$ cat config.mk
export PLATFORM = sky130hd
export DESIGN_NAME = load_store_unit
export DESIGN_NICKNAME = d
export VERILOG_FILES = /design/src/rtl/load_store_unit.sv
export SDC_FILE = /design/constraint.sdc
export NUM_CORES = 1
export LEC_CHECK = 0
export BUFFER_PORTS_ARGS = -buffer_cell sky130_fd_sc_hd__buf_2
export CAP_MARGIN = 20
export CORE_MARGIN = 3
export CORE_UTILIZATION = 50
export DETAILED_ROUTE_END_ITERATION = 10
export PLACE_DENSITY = 0.78
export SLEW_MARGIN = 40
export SYNTH_ARGS = -nofsm -noshare
export SYNTH_HDL_FRONTEND = slang
export SYNTH_SLANG_ARGS = --single-unit
$ cat constraint.sdc
create_clock -name clk -period 2.45 [get_ports clk]
set_input_delay 0.3675 -clock clk [delete_from_list [all_inputs] [get_ports clk]]
set_output_delay 0.3675 -clock clk [all_outputs]
set_load 0.02 [all_outputs]
$ cat src/rtl/load_store_unit.sv
// load_store_unit: sequences word-wide data memory for RISC-V loads/stores with sub-word RMW.
// Optional LSU_MISALIGN_TRAP_EN turns misaligned H/W accesses into errors instead of rounding down.
module load_store_unit #(
  parameter int MEM_WORDS = 64
) (
  input  logic        clk,
  input  logic        rst_n,
  input  logic        req_valid,
  output logic        req_ready,
  input  logic        req_we,
  input  logic [2:0]  req_funct3,
  input  logic [31:0] req_addr,
  input  logic [31:0] req_wdata,
  output logic        resp_valid,
  output logic [31:0] resp_rdata,
  output logic        resp_err,
  output logic [31:0] mem_addr,
  output logic [31:0] mem_wdata,
  output logic        mem_we,
  output logic        mem_re,
  input  logic [31:0] mem_rdata
);
  typedef enum logic [2:0] {IDLE, LOAD, STORE, RMW_RD, RMW_WR, RESP} state_t;
  state_t r_state, w_next;
  logic        r_f3_unused_we;
  logic [2:0]  r_f3;
  logic [31:0] r_addr, r_wdata, r_merge, r_rdata;
  logic        r_err;
  logic        w_accept, w_err, w_misalign;
  logic [4:0]  w_bsh, w_hsh;
  logic [7:0]  w_byte;
  logic [15:0] w_half;
  logic [31:0] w_ext, w_mask, w_ins;
  assign w_accept = (r_state == IDLE) && req_valid;
`ifdef LSU_MISALIGN_TRAP_EN
  assign w_misalign = ((req_funct3[1:0] == 2'b01) && req_addr[0]) ||
                      ((req_funct3 == 3'b010) && (req_addr[1:0] != 2'b00));
`else
  assign w_misalign = 1'b0;
`endif
  assign w_err = (req_funct3[1:0] == 2'b11) || (req_funct3 == 3'b110) ||
                 (req_we && req_funct3[2]) ||
                 ({2'b00, req_addr[31:2]} >= 32'(MEM_WORDS)) || w_misalign;
  always_ff @(posedge clk or negedge rst_n)
    if (!rst_n) r_state <= IDLE;
    else r_state <= w_next;
  always_comb begin
    w_next = r_state;
    case (r_state)
      IDLE:    if (w_accept) w_next = w_err ? RESP : !req_we ? LOAD :
                                      (req_funct3 == 3'b010) ? STORE : RMW_RD;
      LOAD:    w_next = RESP;
      STORE:   w_next = RESP;
      RMW_RD:  w_next = RMW_WR;
      RMW_WR:  w_next = RESP;
      default: w_next = IDLE;
    endcase
  end
  // Half lanes use addr[1] only, so unaligned halves round down when not trapping.
  assign w_bsh  = {r_addr[1:0], 3'b000};
  assign w_hsh  = {r_addr[1], 4'b0000};
  assign w_byte = 8'(mem_rdata >> w_bsh);
  assign w_half = 16'(mem_rdata >> w_hsh);
  assign w_ext  = (r_f3 == 3'b000) ? {{24{w_byte[7]}}, w_byte} :
                  (r_f3 == 3'b100) ? {24'h0, w_byte} :
                  (r_f3 == 3'b001) ? {{16{w_half[15]}}, w_half} :
                  (r_f3 == 3'b101) ? {16'h0, w_half} : mem_rdata;
  assign w_mask = r_f3[0] ? (32'h0000FFFF << w_hsh) : (32'h000000FF << w_bsh);
  assign w_ins  = r_f3[0] ? ({16'h0, r_wdata[15:0]} << w_hsh) : ({24'h0, r_wdata[7:0]} << w_bsh);
  always_ff @(posedge clk or negedge rst_n)
    if (!rst_n) begin
      r_f3_unused_we <= 1'b0;
      r_f3           <= 3'b000;
      r_addr         <= 32'h0;
      r_wdata        <= 32'h0;
      r_merge        <= 32'h0;
      r_rdata        <= 32'h0;
      r_err          <= 1'b0;
    end else begin
      if (w_accept) begin
        r_f3_unused_we <= req_we;
        r_f3           <= req_funct3;
        r_addr         <= req_addr;
        r_wdata        <= req_wdata;
        r_rdata        <= 32'h0;
        r_err          <= w_err;
      end
      if (r_state == LOAD) r_rdata <= w_ext;
      if (r_state == RMW_RD) r_merge <= mem_rdata;
    end
  assign req_ready  = (r_state == IDLE);
  assign resp_valid = (r_state == RESP);
  assign resp_rdata = r_rdata;
  assign resp_err   = r_err;
  assign mem_addr   = {r_addr[31:2], 2'b00};
  assign mem_re     = (r_state == LOAD) || (r_state == RMW_RD);
  assign mem_we     = (r_state == STORE) || (r_state == RMW_WR);
  assign mem_wdata  = (r_state == STORE) ? r_wdata :
                      (r_state == RMW_WR) ? ((r_merge & ~w_mask) | w_ins) : 32'h0;
endmodule

==> flow_summary.json <==
{
  "yosysMostFrequentCell": "dfrtp_1",
  "die_w_um": 122,
  "antenna_found_initial": 1,
  "drt-total-wl_mm": 18.7,
  "yosysSeqAreaShare": 0.504,
  "path_clk_slew_ns": 0.05,
  "numCtsBuffers": 17,
  "finalNonFillerCells": 970,
  "min_period_ns": 2.39,
  "yosys_warnings": 0,
  "htree_levels": 4,
  "gp_congestion": 0.894,
  "rrSetupSlack_ns": 0.42,
  "worst_slew_pin_slew_ns": 0.723,
  "critPathLaunchType": "flop",
  "start_util": 0.521,
  "cts_buffer_depth": 2,
  "synth_area_per_cell_um2": 10.9,
  "cts_hold_buf": 0,
  "power_leakage_nw": 4.00,
  "hold_violations": 0,
  "slew_headroom": 0.518,
  "cts_tree": "built",
  "status": "complete, no violations",
  "row_count": 41,
  "r2r_cells": 5,
  "nFillCells": 1033,
  "hpwl_mm": 13.8,
  "synth_top_area_share": 0.504,
  "core_mm2": 0.0129,
  "drive_above_1_share": 0.446,
  "tns_ns": 0,
  "crit_type": "flop to output pin",
  "clk_latency_ns": 0.41,
  "grt.overflow.total": 0,
  "grt_max_degree": 136,
  "diodes": 0,
  "drv_cap": 0,
  "path_buf_inv": 2,
  "rsz0062_at_grt": "no",
  "synth_area_leaders": "dfrtp_1 50%, mux2_2 15%, o21ai_0 4.6%",
  "postRouteAntennaNets": 0,
  "vias": 5562,
  "synth-main-ff-cell": "dfrtp_1",
  "slowest_stage": "dfrtp_1",
  "syn_inst": 615,
  "ys_seq_elements": 135,
  "synth_edf_count": 0,
  "seq_power_share": 0.337,
  "critical-path-top-delay-family": "compound AO/OA/AOI/OAI gates",
  "arrival_ns": 2.02,
  "via_per_inst": 5.73,
  "power.density_mw_per_mm2": 1350,
  "r2r_start": "r_state[1]",
  "regToRegEndpoint": "r_wdata[2]",
  "crit_path_end_kind": "output pin",
  "ys_types": 47,
  "drv_slew": 0,
  "slowest_delay_ns": 0.42,
  "p_int_mw": 6.61,
  "ir_drop_uv": 761,
  "io_pins": 204,
  "yosys.area.top_type": "dfrtp_1",
  "setup_viol": 0,
  "worstPathRequired_ns": 2.08,
  "hold_path_class": "primary input to asynchronous set/reset pin",
  "die_h_um": 122,
  "drcViolationCount": 0,
  "drt_pass1_iterations": 5,
  "netlist_top_cells_count": "135 x dfrtp_1, 92 x mux2_2, 65 x nand2_1",
  "power_frac_comb": 0.453,
  "grt_pass1_vias": 5473,
  "cts-root-buf": "clkbuf_16",
  "syn-cell-area_mm2": 0.00671,
  "swShare": 0.406,
  "fin_skew_ns": 0.00462,
  "fin_crit_sh": 0.976,
  "die_area_mm2": 0.0148,
  "path_max_fanout": 10,
  "nets": 891,
  "fmax_mhz": 418,
  "port_buffers": 201,
  "p_sw_mw": 4.51,
  "grt_pass1_wl_mm": 28.8,
  "clkPwrFrac": 0.210,
  "placedCellCount": 938,
  "grt_use_total": 0.255,
  "wire_per_inst_um": 19.3,
  "drtIter0Drc": 480,
  "area_growth_pct": 23.1,
  "path_cells": "buf_4, o21a_1, o21ai_0, a21oi_1, a21o_1, buf_2",
  "clock_sinks": 135,
  "synthArstFlopShare": 1.00
}
-- layer usage --
| metal | vias to the layer above | track usage | share of wire |
|---|---|---|---|
| li1 | 2534 | - | - |
| met1 | 2739 | 0.326 | 0.41 |
| met2 | 242 | 0.412 | 0.48 |
| met3 | 45 | 0.0696 | 0.083 |
| met4 | 2 | 0.104 | 0.028 |
| met5 | - | 0 | 0.00091 |
-- stage by stage --
| step | hold slack [ns] | cell area (um2) | setup slack, ns | power, mW | util |
|---|---|---|---|---|---|
| floorplan | 0.0719 | 6710 | 0.304 | 7.38 | - |
| global placement | 0.457 | 7660 | 0.333 | 8.56 | 0.595 |
| detailed placement | 0.466 | 7660 | 0.236 | 8.69 | 0.595 |
| CTS | 0.0953 | 8230 | 0.0296 | 11.1 | 0.639 |
| global route | 0.115 | 8260 | 0.00238 | 11.8 | 0.641 |
| finish | 0.0310 | 8260 | 0.0585 | 11.1 | 0.641 |
-- cell usage in the layout, fill, tap and decap left out, types with 3 or more instances in the layout --
| cell type | netlist | layout |
|---|---|---|
| a211o_1 | 3 | 3 |
| a21o_1 | 8 | 8 |
| a21oi_1 | 37 | 37 |
| a22o_1 | 24 | 24 |
| a22oi_1 | 12 | 12 |
| buf_2 | 11 | 200 |
| buf_4 | 39 | 17 |
| clkbuf_1 | 13 | 4 |
| clkbuf_16 | 0 | 17 |
| clkbuf_8 | 0 | 4 |
| clkinv_2 | 0 | 4 |
| dfrtp_1 | 135 | 132 |
| dfrtp_2 | 0 | 3 |
| inv_1 | 9 | 9 |
| mux2_2 | 92 | 92 |
| mux2i_1 | 15 | 15 |
| nand2_1 | 65 | 64 |
| nand2b_1 | 6 | 5 |
| nand3_1 | 3 | 3 |
| nor2_1 | 17 | 17 |
| nor4_1 | 6 | 6 |
| o21a_1 | 3 | 3 |
| o21ai_0 | 62 | 60 |
| o21ai_1 | 5 | 6 |
| o22ai_1 | 9 | 9 |
| o31ai_1 | 7 | 7 |
| o32ai_1 | 4 | 4 |
-- state kept, by name, indices dropped and copies added, names as in the netlist --
| name | flops |
|---|---|
| r_wdata | 32 |
| r_addr | 32 |
| resp_rdata | 32 |
| r_merge | 32 |
| resp_err | 1 |
| r_state | 3 |
| r_f3 | 3 |
-- power by group through the flow --
stage | logic, mW | registers [mW] | clock network (mW)
after global placement | 4.85 | 3.71 | 0
final | 5.04 | 3.75 | 2.34
after global routing | 5.42 | 3.85 | 2.51
after CTS | 4.99 | 3.73 | 2.39
after floorplan | 3.64 | 3.74 | 0
after detailed placement | 4.94 | 3.74 | 0
-- repair_timing --
| item | CTS | global route |
|---|---|---|
| setup buffers | 0 | 3 |
| pin swaps | 0 | 1 |
| cloned | 0 | 0 |
| setup endpoints to repair | 22 | 8 |
| resized for setup | 9 | 4 |
-- how the worst max path moves through the flow --
| stage | startpoint | to | cells past startpoint |
|---|---|---|---|
| floorplan | r_state[1] | mem_wdata[12] | 5 |
| global placement | r_addr[1] | mem_wdata[15] | 5 |
| detailed placement | r_addr[1] | mem_wdata[15] | 5 |
| CTS | r_state[0] | mem_wdata[15] | 4 |
| global route | r_state[1] | mem_wdata[13] | 5 |
| finish | r_addr[0] | mem_wdata[25] | 6 |
-- layout make-up --
type,instances,area (um2),share of cell area
inverters,10,38.8,0.00470
clock buffers,25,495,0.0600
multi-input cells,404,2900,0.351
repair buffers,220,1180,0.143
clock inverters,4,45.0,0.00545
flip-flops and latches,135,3380,0.409
well taps,172,215,0.0261
-- logic make-up (layout without fill, tap and decap cells) --
logic type / Yosys count / count (layout) / synth area share
DFF: 135 / 135 / 0.504
buffers and inverters: 77 / 259 / 0.0692
and+or+nand+nor: 114 / 114 / 0.0783
other: 1 / 2 / 0.000559
AOI/OAI and AO/OA: 180 / 180 / 0.168
muxes: 108 / 108 / 0.180
Power figures use the tool's default switching activity.
